$ cat config.mk
export PLATFORM = sky130hd
export DESIGN_NAME = conv_serializer_flat
export DESIGN_NICKNAME = d
export VERILOG_FILES = /design/src/rtl/conv_serializer_if.sv /design/src/rtl/conv_serializer.sv /design/src/flat_wrapper.sv
export SDC_FILE = /design/constraint.sdc
export NUM_CORES = 1
export LEC_CHECK = 0
export ABC_AREA = 1
export BUFFER_PORTS_ARGS = -buffer_cell sky130_fd_sc_hd__buf_4
export CAP_MARGIN = 10
export CELL_PAD_IN_SITES_DETAIL_PLACEMENT = 1
export CELL_PAD_IN_SITES_GLOBAL_PLACEMENT = 1
export CORE_MARGIN = 2
export CORE_UTILIZATION = 45
export CTS_BUF_LIST = sky130_fd_sc_hd__clkbuf_8
export DETAILED_ROUTE_END_ITERATION = 10
export GPL_TIMING_DRIVEN = 0
export PLACE_DENSITY = 0.94
export SLEW_MARGIN = 5
export SYNTH_ARGS = -nofsm -noshare
export SYNTH_HDL_FRONTEND = slang
export SYNTH_SLANG_ARGS = --single-unit
$ cat constraint.sdc
create_clock -name clk_i -period 3.9 [get_ports clk_i]
set_input_delay 0.975 -clock clk_i [delete_from_list [all_inputs] [get_ports clk_i]]
set_output_delay 0.975 -clock clk_i [all_outputs]
set_load 0.02 [all_outputs]
$ cat src/rtl/conv_serializer_if.sv
// Handshake/stream bundle between a word producer, the serializer and the pooling stage.
interface conv_serializer_if #(
   parameter int DATA_W = 8,
   parameter int LANES  = 4
);
   logic                      in_valid;
   logic                      in_ready;
   logic [LANES*DATA_W-1:0]   in_pixels;
   logic                      hold;
   logic                      out_valid;
   logic [DATA_W-1:0]         out_pixel;
   logic                      out_last;
   logic                      busy;

   modport master (
      output in_valid, in_pixels, hold,
      input  in_ready, out_valid, out_pixel, out_last, busy
   );

   modport slave (
      input  in_valid, in_pixels, hold,
      output in_ready, out_valid, out_pixel, out_last, busy
   );
endinterface

$ cat src/rtl/conv_serializer.sv
// Word-to-pixel serializer: 2-entry word buffer, lanes emitted one per clock, lane 0 first.
// state  | meaning
// IDLE   | buffer empty, nothing to emit
// EMIT   | at least one word buffered; a lane is emitted on each edge with hold low
module conv_serializer #(
   parameter int DATA_W = 8,
   parameter int LANES  = 4
) (
   input  logic               clk_i,
   input  logic               rst_i,
   conv_serializer_if.slave   bus
);
   localparam int LANE_W = (LANES > 1) ? $clog2(LANES) : 1;
   localparam logic [LANE_W-1:0] LAST_LANE = LANE_W'(LANES - 1);
   localparam logic [0:0] S_IDLE = 1'b0;
   localparam logic [0:0] S_EMIT = 1'b1;

   logic [LANES*DATA_W-1:0] mem_q [2];
   logic                    wr_ptr_q, rd_ptr_q;
   logic [1:0]              count_q, count_d;
   logic [LANE_W-1:0]       lane_q, lane_d;
   logic [0:0]              state_q, state_d;
   logic                    out_valid_q, out_last_q;
   logic [DATA_W-1:0]       out_pixel_q;

   logic                    in_ready;
   logic                    push, emit, pop;
   logic [LANES*DATA_W-1:0] head;
   logic [DATA_W-1:0]       head_pixel;

   assign in_ready   = !rst_i && (count_q != 2'd2);
   assign push       = bus.in_valid && in_ready;
   assign emit       = (state_q == S_EMIT) && !bus.hold;
   assign pop        = emit && (lane_q == LAST_LANE);
   assign head       = mem_q[rd_ptr_q];
   assign head_pixel = head[int'(lane_q)*DATA_W +: DATA_W];

   always_comb begin
      count_d = count_q;
      case ({push, pop})
         2'b10:   count_d = count_q + 2'd1;
         2'b01:   count_d = count_q - 2'd1;
         default: count_d = count_q;
      endcase
      state_d = (count_d != 2'd0) ? S_EMIT : S_IDLE;
      lane_d  = lane_q;
      if (emit) lane_d = pop ? '0 : lane_q + LANE_W'(1);
   end

   always_ff @(posedge clk_i or posedge rst_i) begin
      if (rst_i) begin
         mem_q[0]    <= '0;
         mem_q[1]    <= '0;
         wr_ptr_q    <= 1'b0;
         rd_ptr_q    <= 1'b0;
         count_q     <= 2'd0;
         lane_q      <= '0;
         state_q     <= S_IDLE;
         out_valid_q <= 1'b0;
         out_last_q  <= 1'b0;
         out_pixel_q <= '0;
      end else begin
         if (push) begin
            mem_q[wr_ptr_q] <= bus.in_pixels;
            wr_ptr_q        <= !wr_ptr_q;
         end
         if (pop) rd_ptr_q <= !rd_ptr_q;
         count_q     <= count_d;
         lane_q      <= lane_d;
         state_q     <= state_d;
         out_valid_q <= emit;
         out_last_q  <= pop;
         // Sample holds its value through stalls; downstream only looks when out_valid is high.
         if (emit) out_pixel_q <= head_pixel;
      end
   end

   assign bus.in_ready  = in_ready;
   assign bus.out_valid = out_valid_q;
   assign bus.out_last  = out_last_q;
   assign bus.out_pixel = out_pixel_q;
   assign bus.busy      = (count_q != 2'd0);
endmodule

$ cat src/flat_wrapper.sv
// flat-port wrapper written by rule: the top's interface ports become plain ports
module conv_serializer_flat 
#(
   parameter int DATA_W = 8,
   parameter int LANES  = 4
)
  (clk_i, rst_i, bus_in_valid, bus_in_pixels, bus_hold, bus_in_ready, bus_out_valid, bus_out_pixel, bus_out_last, bus_busy);
  conv_serializer_if #(.DATA_W(DATA_W), .LANES(LANES)) bus_i ();
  input  logic clk_i;
  input  logic rst_i;
  input wire logic [$bits(bus_i.in_valid)-1:0] bus_in_valid;
  input wire logic [$bits(bus_i.in_pixels)-1:0] bus_in_pixels;
  input wire logic [$bits(bus_i.hold)-1:0] bus_hold;
  output wire logic [$bits(bus_i.in_ready)-1:0] bus_in_ready;
  output wire logic [$bits(bus_i.out_valid)-1:0] bus_out_valid;
  output wire logic [$bits(bus_i.out_pixel)-1:0] bus_out_pixel;
  output wire logic [$bits(bus_i.out_last)-1:0] bus_out_last;
  output wire logic [$bits(bus_i.busy)-1:0] bus_busy;
  assign bus_i.in_valid = bus_in_valid;
  assign bus_i.in_pixels = bus_in_pixels;
  assign bus_i.hold = bus_hold;
  assign bus_in_ready = bus_i.in_ready;
  assign bus_out_valid = bus_i.out_valid;
  assign bus_out_pixel = bus_i.out_pixel;
  assign bus_out_last = bus_i.out_last;
  assign bus_busy = bus_i.busy;
  conv_serializer #(.DATA_W(DATA_W), .LANES(LANES)) u_core (.clk_i(clk_i), .rst_i(rst_i), .bus(bus_i));
endmodule
# Word level (Yosys, flattened, before mapping)
# Cells that the tools add are included.
# W data, S select, Z words.
# op_classes
n_lt_le_gt_ge	3
bitwise_logic	2
eq_ne	4
shifts	1
n_addsub	3
mux	9
n_reduce_logical	11
# op_table
op	n
$mux W32	4
$bwmux W64	1
$demux W32 S1	1
$shiftx A32 B6 Y8	1
$logic_and A1 B1 Y1	5
$add A2 B1 Y2 const B	2
$eq A2 B2 Y1 const B	2
$ge A2 B2 Y1 const B	2
$logic_not A1 Y1	4
$not A1 Y2	2
$pmux W2 S2	1
$reduce_bool A2 Y1	2
$eq A2 B1 Y1 const B	1
$lt A2 B1 Y1 const B	1
$mux W2	1
$ne A2 B2 Y1 const B	1
$sub A2 B1 Y2 const B	1
$mux W1	1
# word_totals
elab_cells	43
register_bits	81
input_bits	36

# Longest topological paths before layout
# Gate-level depths: netlist of run 1.
# depth
ltp_word	7
mapped_depth	10
ltp_nobuf	9

# Worst setup path before layout of run 1
# No wires, ideal clock.
# synth_path
path_kind	input -> register
from	in bus_hold
to	reg u_core.state_q
path_slack_ns	1.524
stages	9
setup_ns	0.116
t_required_ns	3.784
path_buffers	1
arrival_time_ns	2.260
path_cell_list	or2_2 buf_2 nor2_1 ha_1 a21oi_1 nand2_1 xor2_1 inv_1 nand2_1
# synth_via
elab_chain_len	7
# synth_rtl
item	line_no	text
from (decl)	flat_wrapper.sv:13	input wire logic [$bits(bus_i.hold)-1:0] bus_hold;
$logic_not A1 Y1 *	conv_serializer.sv:33	assign emit = (state_q == S_EMIT) && !bus.hold;
$logic_and A1 B1 Y1 *	conv_serializer.sv:33	
$logic_and A1 B1 Y1 *	conv_serializer.sv:34	assign pop = emit && (lane_q == LAST_LANE);
net u_core.pop	conv_serializer.sv:27	logic push, emit, pop;
$eq A2 B1 Y1 or $eq A2 B2 Y1 (tied branches)	conv_serializer.sv:40	case ({push, pop})
$pmux W2 S2 *	conv_serializer.sv:40	
net u_core.count_d[1]	conv_serializer.sv:20	logic [1:0] count_q, count_d;
$reduce_bool A2 Y1 *	conv_serializer.sv:45	state_d = (count_d != 2'd0) ? S_EMIT : S_IDLE;
$mux W1 *	conv_serializer.sv:45	
net u_core.state_d	conv_serializer.sv:22	logic [0:0] state_q, state_d;
to (signal assigned)	conv_serializer.sv:70	state_q <= state_d;
to (decl)	conv_serializer.sv:22	
# The timed path passes the listed nets; every way through them passes the cells marked *.
# A chain may end at the register's enable or synchronous reset.

# Final worst setup path of run 1
# layout_path
from	in rst_i
to	out bus_in_ready
# layout_via
elab_chain_len	2
# layout_rtl
item	line_no	text
from (decl)	flat_wrapper.sv:10	input logic rst_i;
$logic_not A1 Y1 (no source line)	n/a	
$logic_and A1 B1 Y1	conv_serializer.sv:31	assign in_ready = !rst_i && (count_q != 2'd2);
to (decl)	flat_wrapper.sv:14	output wire logic [$bits(bus_i.in_ready)-1:0] bus_in_ready;
# Every way passes these cells.

==> results of run 1 <==
layout make-up:
cell class,count,share of cell area (%)
clock inverters,6,1.95
multi-input cells,294,29.9
plain buffers,26,3.48
repair buffers,48,8.14
well taps,108,2.89
inverters,91,7.36
clock buffers,10,2.95
flip-flops and latches,81,43.4
Yosys cell counts:
library cell  count
nand2_1         167
inv_1            88
dfrtp_1          81
nand3_1          49
o21ai_1          41
o21ai_2          23
buf_2            13
buf_6             6
clkbuf_1          6
clkinv_1          2
ha_1              2
o21ai_0           2
or2_2             2
xor2_1            2
a21oi_1           1
a21oi_4           1
buf_4             1
inv_2             1
nand3_2           1
nand3b_1          1
nor2_1            1
xnor2_1           1
worst max-delay path, cell delays in order:
cell     delay (ns)
buf_4          0.13
a21oi_4        0.16
buf_4          0.17
placed cells by master, fill, tap and decap left out:
cell        count
nand2_1       167
inv_1          87
dfrtp_1        81
nand3_1        49
buf_4          48
o21ai_1        41
o21ai_2        23
buf_2          13
clkbuf_8       10
clkbuf_1        6
buf_6           6
clkinvlp_4      3
or2_2           2
clkinv_1        2
xor2_1          2
o21ai_0         2
ha_1            2
bufinv_16       2
inv_2           1
a21oi_4         1
nand3b_1        1
nand3_2         1
nor2_1          1
xnor2_1         1
a21oi_1         1
inv_4           1
clkinv_4        1
buf_16          1
sequential cells by signal, indices dropped and copies added (netlist names):
signal,cells
u_core.state_q,1
u_core.rd_ptr_q,1
u_core.wr_ptr_q,1
u_core.mem_q,64
u_core.bus.out_valid,1
u_core.bus.out_last,1
u_core.bus.out_pixel,8
u_core.lane_q,2
u_core.count_q,2
power by group:
part	internal (mW)	switching, mW	leakage [nW]	total, mW
Clock	0.379	0.329	0.105	0.708
Combinational	0.615	1.10	1.43	1.72
Sequential	1.23	0.231	1.01	1.46
metal layers:
metal	up-vias	track usage, %	part of all wire, %
met2	98	46.0	52
met1	1758	30.1	40
li1	1614	-	-
met3	32	3.74	3.7
met5	-	0	0
met4	0	13.5	3.4
worst min-delay path by stage:
stage | slack (ns) | startpoint | cells past startpoint | to
floorplan | 0.45 | u_core.mem_q[45] | 2 | u_core.mem_q[45]
global placement | 0.46 | u_core.bus.out_pixel[3] | 2 | u_core.bus.out_pixel[3]
detailed placement | 0.48 | u_core.bus.out_pixel[1] | 2 | u_core.bus.out_pixel[1]
CTS | 0.50 | u_core.mem_q[58] | 2 | u_core.mem_q[58]
global route | 0.52 | u_core.mem_q[45] | 2 | u_core.mem_q[45]
finish | 0.49 | u_core.bus.out_pixel[2] | 2 | u_core.bus.out_pixel[2]
kinds of logic after synthesis:
logic type / count (synthesis) / synth area share (%)
AO/OA/AOI/OAI: 68 / 11.2
XOR/XNOR: 3 / 0.669
adder cells (fa/ha/maj): 2 / 0.637
flip-flops: 81 / 51.6
buffers and inverters: 117 / 12.8
AND/OR/NAND/NOR: 221 / 23.1
through the flow:
stage                     TNS, ns  area [sq um]  worst slack [ns]
after global routing            0          4670              1.38
after floorplan                 0          3930             0.845
after detailed placement        0          4440              1.16
after CTS                       0          4670              1.48
final                           0          4670              1.48
after global placement      -5.92          4410           -0.0762
==> results.md, run 1 <==
- Status: completed
- Post-Layout Cell Count: 664
- Largest net degree at the start of global routing: 49
- Top Ports: between 40 and 50
- Max Clk Rate: about 410 MHz
- Least-Margin Pin Slew: slightly above 0.6 ns
- Gate count of the mapped netlist: between 400 and 500
- CP arrival: ~1.4 ns
- Die H: 97.4 um
- Vias per cell: roughly 5.3
- Fin. Hold Viols: 0
- Starting Density: between 40 and 50%
- Post-DP HPWL: roughly 7900 um
- Die Area: approximately 9500 sq um
- Critical path fanouts, max: 4
- First-pass GRT wire length: just under 20000 um
- Total gr overflow: 0
- Pwr dens: between 800 and 900 nW/um^2
- Crit path capture type: primary output
- Core Util, Final: between 50 and 60%
- Total of max-cap violations: 0
- Fill cells: approximately 1100
- R2R depth: 10
- Nets: between 500 and 600
- FF/Latch Area: 2030 sq um
- Overall Power: approximately 3.9 mW
- Setup bufs post-CTS: 0
- Crit. Startpoint: rst_i
- Hold Path Class: reg -> reg
- Synth cell types: 22
- Layout cells sized above 1: between 20% and 30%
- Routability congestion estimate: a little under 0.9
- Inserted Clock Buffers: 9
- Bufs on Longest Clock Path: 2
- Root Buffer: clkbuf_8
- Mean post-synth cell area: 7.98 sq um
- Register area share after synthesis: between 50% and 60%
- Placed insts: between 600 and 700
- Row cnt: 34
- Worst skew pair latency: between 0.3 and 0.4 ns
- Routed vias: between 3000 and 4000
- Core area: 8590 sq um
- Leak: 2.55 nW
- Startpoint Class: primary input
- # H-tree levels: 3
- Worst Setup EP: bus_in_ready
- # setup viols final: 0
- RR Endpoint: u_core.state_q
- Mapped Area: 3930 sq um
- Yosys warning total: 0
- WS Path Type: in -> out
- CTS hold repair buffers: 0
- Slew headroom: between 50% and 60%
- Clk sink count: roughly 80
- DR pass1 iterations: 4
- Number of diodes: 0
- Routed WL per cell: 17.3 um
- Synth area leaders: dfrtp_1 52%, nand2_1 16%, inv_1 8.4%
- Minimum clock period after layout: around 2.4 ns
- Final max-slew violation count: 0
- CTS tree: done
- Routed Antenna Nets: 0
- Multi-input gate area: between 1000 and 1500 sq um
- # DRC: 0
- RSZ-0062 raised after global routing: no
- Synth area leader: dfrtp_1
- R2r setup slk: about 1.9 ns
- Fin crit share: between 60 and 70%
- Port Buffer Count: between 40 and 50
- Number of global-route vias before repair: roughly 4000
- DRT iter0 DRCs: between 150 and 200
- Chip width: approximately 97 um
- Critical R2R Launch: u_core.state_q
- Initial antenna violation count: 0
- Area grow syn2layout: 19.0%
- Worst Path Required: around 3 ns
- DRT Wirelength: between 10000 and 15000 um
- Synthesized net count: 530
- Synthesized flop and latch total: 81
- Gr usage total: 25.8%
- Post-CTS resize count: 0
- VDD IR-drop max: 0.318 mV
- Hold WS: approximately 0.49 ns
- Max Clock Skew: between 0.01 and 0.015 ns
- CTS clock-pin slew for the worst setup and hold paths: ~0.090 ns
- Yosys top cell area share: between 50% and 60%
No activity file was read; power rests on OpenSTA's default activity.
==> run 2, diff against run 1 <==
--- a/config.mk
+++ b/config.mk
@@ -11,11 +11,11 @@
 export CELL_PAD_IN_SITES_DETAIL_PLACEMENT = 1
 export CELL_PAD_IN_SITES_GLOBAL_PLACEMENT = 1
 export CORE_MARGIN = 2
-export CORE_UTILIZATION = 45
+export CORE_UTILIZATION = 40
 export CTS_BUF_LIST = sky130_fd_sc_hd__clkbuf_8
 export DETAILED_ROUTE_END_ITERATION = 10
 export GPL_TIMING_DRIVEN = 0
-export PLACE_DENSITY = 0.94
+export PLACE_DENSITY = 0.89
 export SLEW_MARGIN = 5
 export SYNTH_ARGS = -nofsm -noshare
 export SYNTH_HDL_FRONTEND = slang
==> constraint.sdc (replaced) <==
create_clock -name clk_i -period 2.1 [get_ports clk_i]
set_input_delay 0.525 -clock clk_i [delete_from_list [all_inputs] [get_ports clk_i]]
set_output_delay 0.525 -clock clk_i [all_outputs]
set_load 0.02 [all_outputs]
==> results.md, run 2 (same netlist as run 1, synthesis figures left out) <==
- Row cnt: 36
- Pwr dens: around 1500 nW/um^2
- Crit. Startpoint: u_core.state_q
- Critical path fanouts, max: 10
- Routed WL per cell: 15.2 um
- Critical R2R Launch: u_core.state_q
- Worst Path Required: between 2 and 2.5 ns
- Leak: around 2.5 nW
- DRT iter0 DRCs: 133
- Inserted Clock Buffers: 9
- # DRC: 0
- Post-DP HPWL: between 7000 and 8000 um
- Clk sink count: 81
- VDD IR-drop max: 0.442 mV
- Number of diodes: 0
- Fill cells: 1225
- Met3 Track Usage GR: under 10%
- Hold WS: about 0.12 ns
- Global routing's busiest layer: met2
- WS Path Type: reg -> reg
- Bufs on Longest Clock Path: 2
- Max Clk Rate: ~530 MHz
- Met1 Use GR: a little over a quarter
- Delay of the slowest critical-path stage: 0.33 ns
- Hold Path Class: in -> async
- Post-route setup slack: ~0.21 ns
- Placed insts: between 600 and 700
- Design area: 4660 sq um
- Layout cells sized above 1: 20.5%
- Least-Margin Pin Slew: 0.579 ns
- Vias per cell: a little under 5
- Gr usage total: between 20% and 30%
- CTS clock-pin slew for the worst setup and hold paths: around 0.090 ns
- First-pass GRT wire length: 17000 um
- Routability congestion estimate: ~0.8
- Startpoint Class: register
- Total of max-cap violations: 0
- Commonest non-fill, non-tap cell in the layout: nand2_1
- Max Clock Skew: around 0.0094 ns
- Root Buffer: clkbuf_8
- CP arrival: 2.16 ns
- Max reg flops: 64
- Core Util, Final: around 48%
- Initial antenna violation count: 0
- Most frequent cells in the layout: 167 x nand2_1, 88 x inv_1, 81 x dfrtp_1
- Post-Layout Cell Count: between 600 and 700
- Critical path's slowest cell: dfrtp_1
- Area grow syn2layout: 18.8%
- Status: completed
- Reg with most FFs: u_core.mem_q
- Top Ports: 48
- Largest net degree at the start of global routing: 42
- Total gr overflow: 0
- Setup_tns: 0 ns
- Fin crit share: 90.1%
- Crit path capture type: register
- Worst path cell trace: inv_1 > or2_2 > buf_2 > nor2_2 > ha_1 > a21oi_1 > nand2_1 > xor2_1 > inv_1 > nand2_1
- Fin. Hold Viols: 0
- Routed vias: 3323
- Number of global-route vias before repair: about 3400
- Starting Density: between 40% and 50%
- Routed Antenna Nets: 0
- Overall Power: approximately 6.8 mW
- Minimum clock period after layout: around 1.9 ns
- CTS hold repair buffers: 0
- Met2 Usage GRT: between 30% and 40%
- # setup viols final: 0
- Chip width: between 100 and 150 um
- DRT Wirelength: 10500 um
- Pre-CTS setup slack: -0.201 ns
- RSZ-0062 raised after global routing: no
- Port Buffer Count: 47
- Nets: 590
- Core area: between 9000 and 10000 sq um
- Final max-slew violation count: 0
- Die H: around 100 um
- CTS tree: done
- Die Area: 10600 sq um
- # H-tree levels: 3
- DR pass1 iterations: 4
- Worst skew pair latency: ~0.36 ns
- Slew headroom: between 60% and 70%
- Placed instance area: 4490 sq um
[run 2: cell types whose count changed in the layout (fill, tap and decap cells not counted)]
| cell | change |
|---|---|
| clkinv_2 | +3 |
| nor2_2 | +1 |
| nor2_1 | -1 |
| clkinvlp_4 | -1 |
| buf_12 | +2 |
| inv_4 | -1 |
| bufinv_16 | -2 |
| inv_1 | +1 |
| buf_16 | -1 |
[run 2: repair_timing]
| action | in CTS | in global routing |
|---|---|---|
| setup endpoints to repair | 0 | 1 |
| buffers inserted | 0 | 0 |
| resized for setup | 0 | 1 |
[run 2: area by class of cell]
type	count	area (sq um)	area share, %
tap	133	166	3.57
timing repair buffer	49	393	8.42
buffer	26	163	3.49
clock inverter	6	35.0	0.751
multi-input combinational	294	1400	30.0
sequential	81	2030	43.5
inverter	91	345	7.40
clock buffer	10	138	2.95
[run 2: worst paths after layout]
| path | cells after the start | to | slack (ns) |
|---|---|---|---|
| worst max register to register | 10 | u_core.state_q | 0.21 |
| min in group clk_i | 3 | u_core.mem_q[0] | 0.43 |
| worst max-delay path | 10 | u_core.state_q | 0.21 |
| worst min-delay path | 2 | u_core.state_q | 0.12 |
| max in group asynchronous | 4 | u_core.mem_q[25] | 1.25 |
| worst min register to register | 2 | u_core.bus.out_pixel[2] | 0.49 |
[run 2: worst max-delay path, delay by kind of cell, from the launching register on]
kind / cells / cell delay (ns)
DFF: 1 / 0.33
buffers and inverters: 3 / 0.29
adders and majority gates: 1 / 0.29
and+or+nand+nor: 4 / 0.57
xor gates and xnor gates: 1 / 0.16
AOI/OAI and AO/OA: 1 / 0.14
[run 2: power breakdown]
part / switching (mW) / internal [mW] / total, mW
Clock: 0.583 / 0.453 / 1.04
Combinational: 1.93 / 1.14 / 3.08
Sequential: 0.414 / 2.28 / 2.69
Total: 2.93 / 3.87 / 6.80
[run 2: routing by layer]
| layer | routed length [um] | vias up | share of wire [%] |
|---|---|---|---|
| met1 | 4540 | 1630 | 43 |
| met5 | 0 | - | 0 |
| li1 | - | 1615 | - |
| met2 | 5350 | 68 | 51 |
| met4 | 163 | 0 | 1.6 |
| met3 | 453 | 10 | 4.3 |
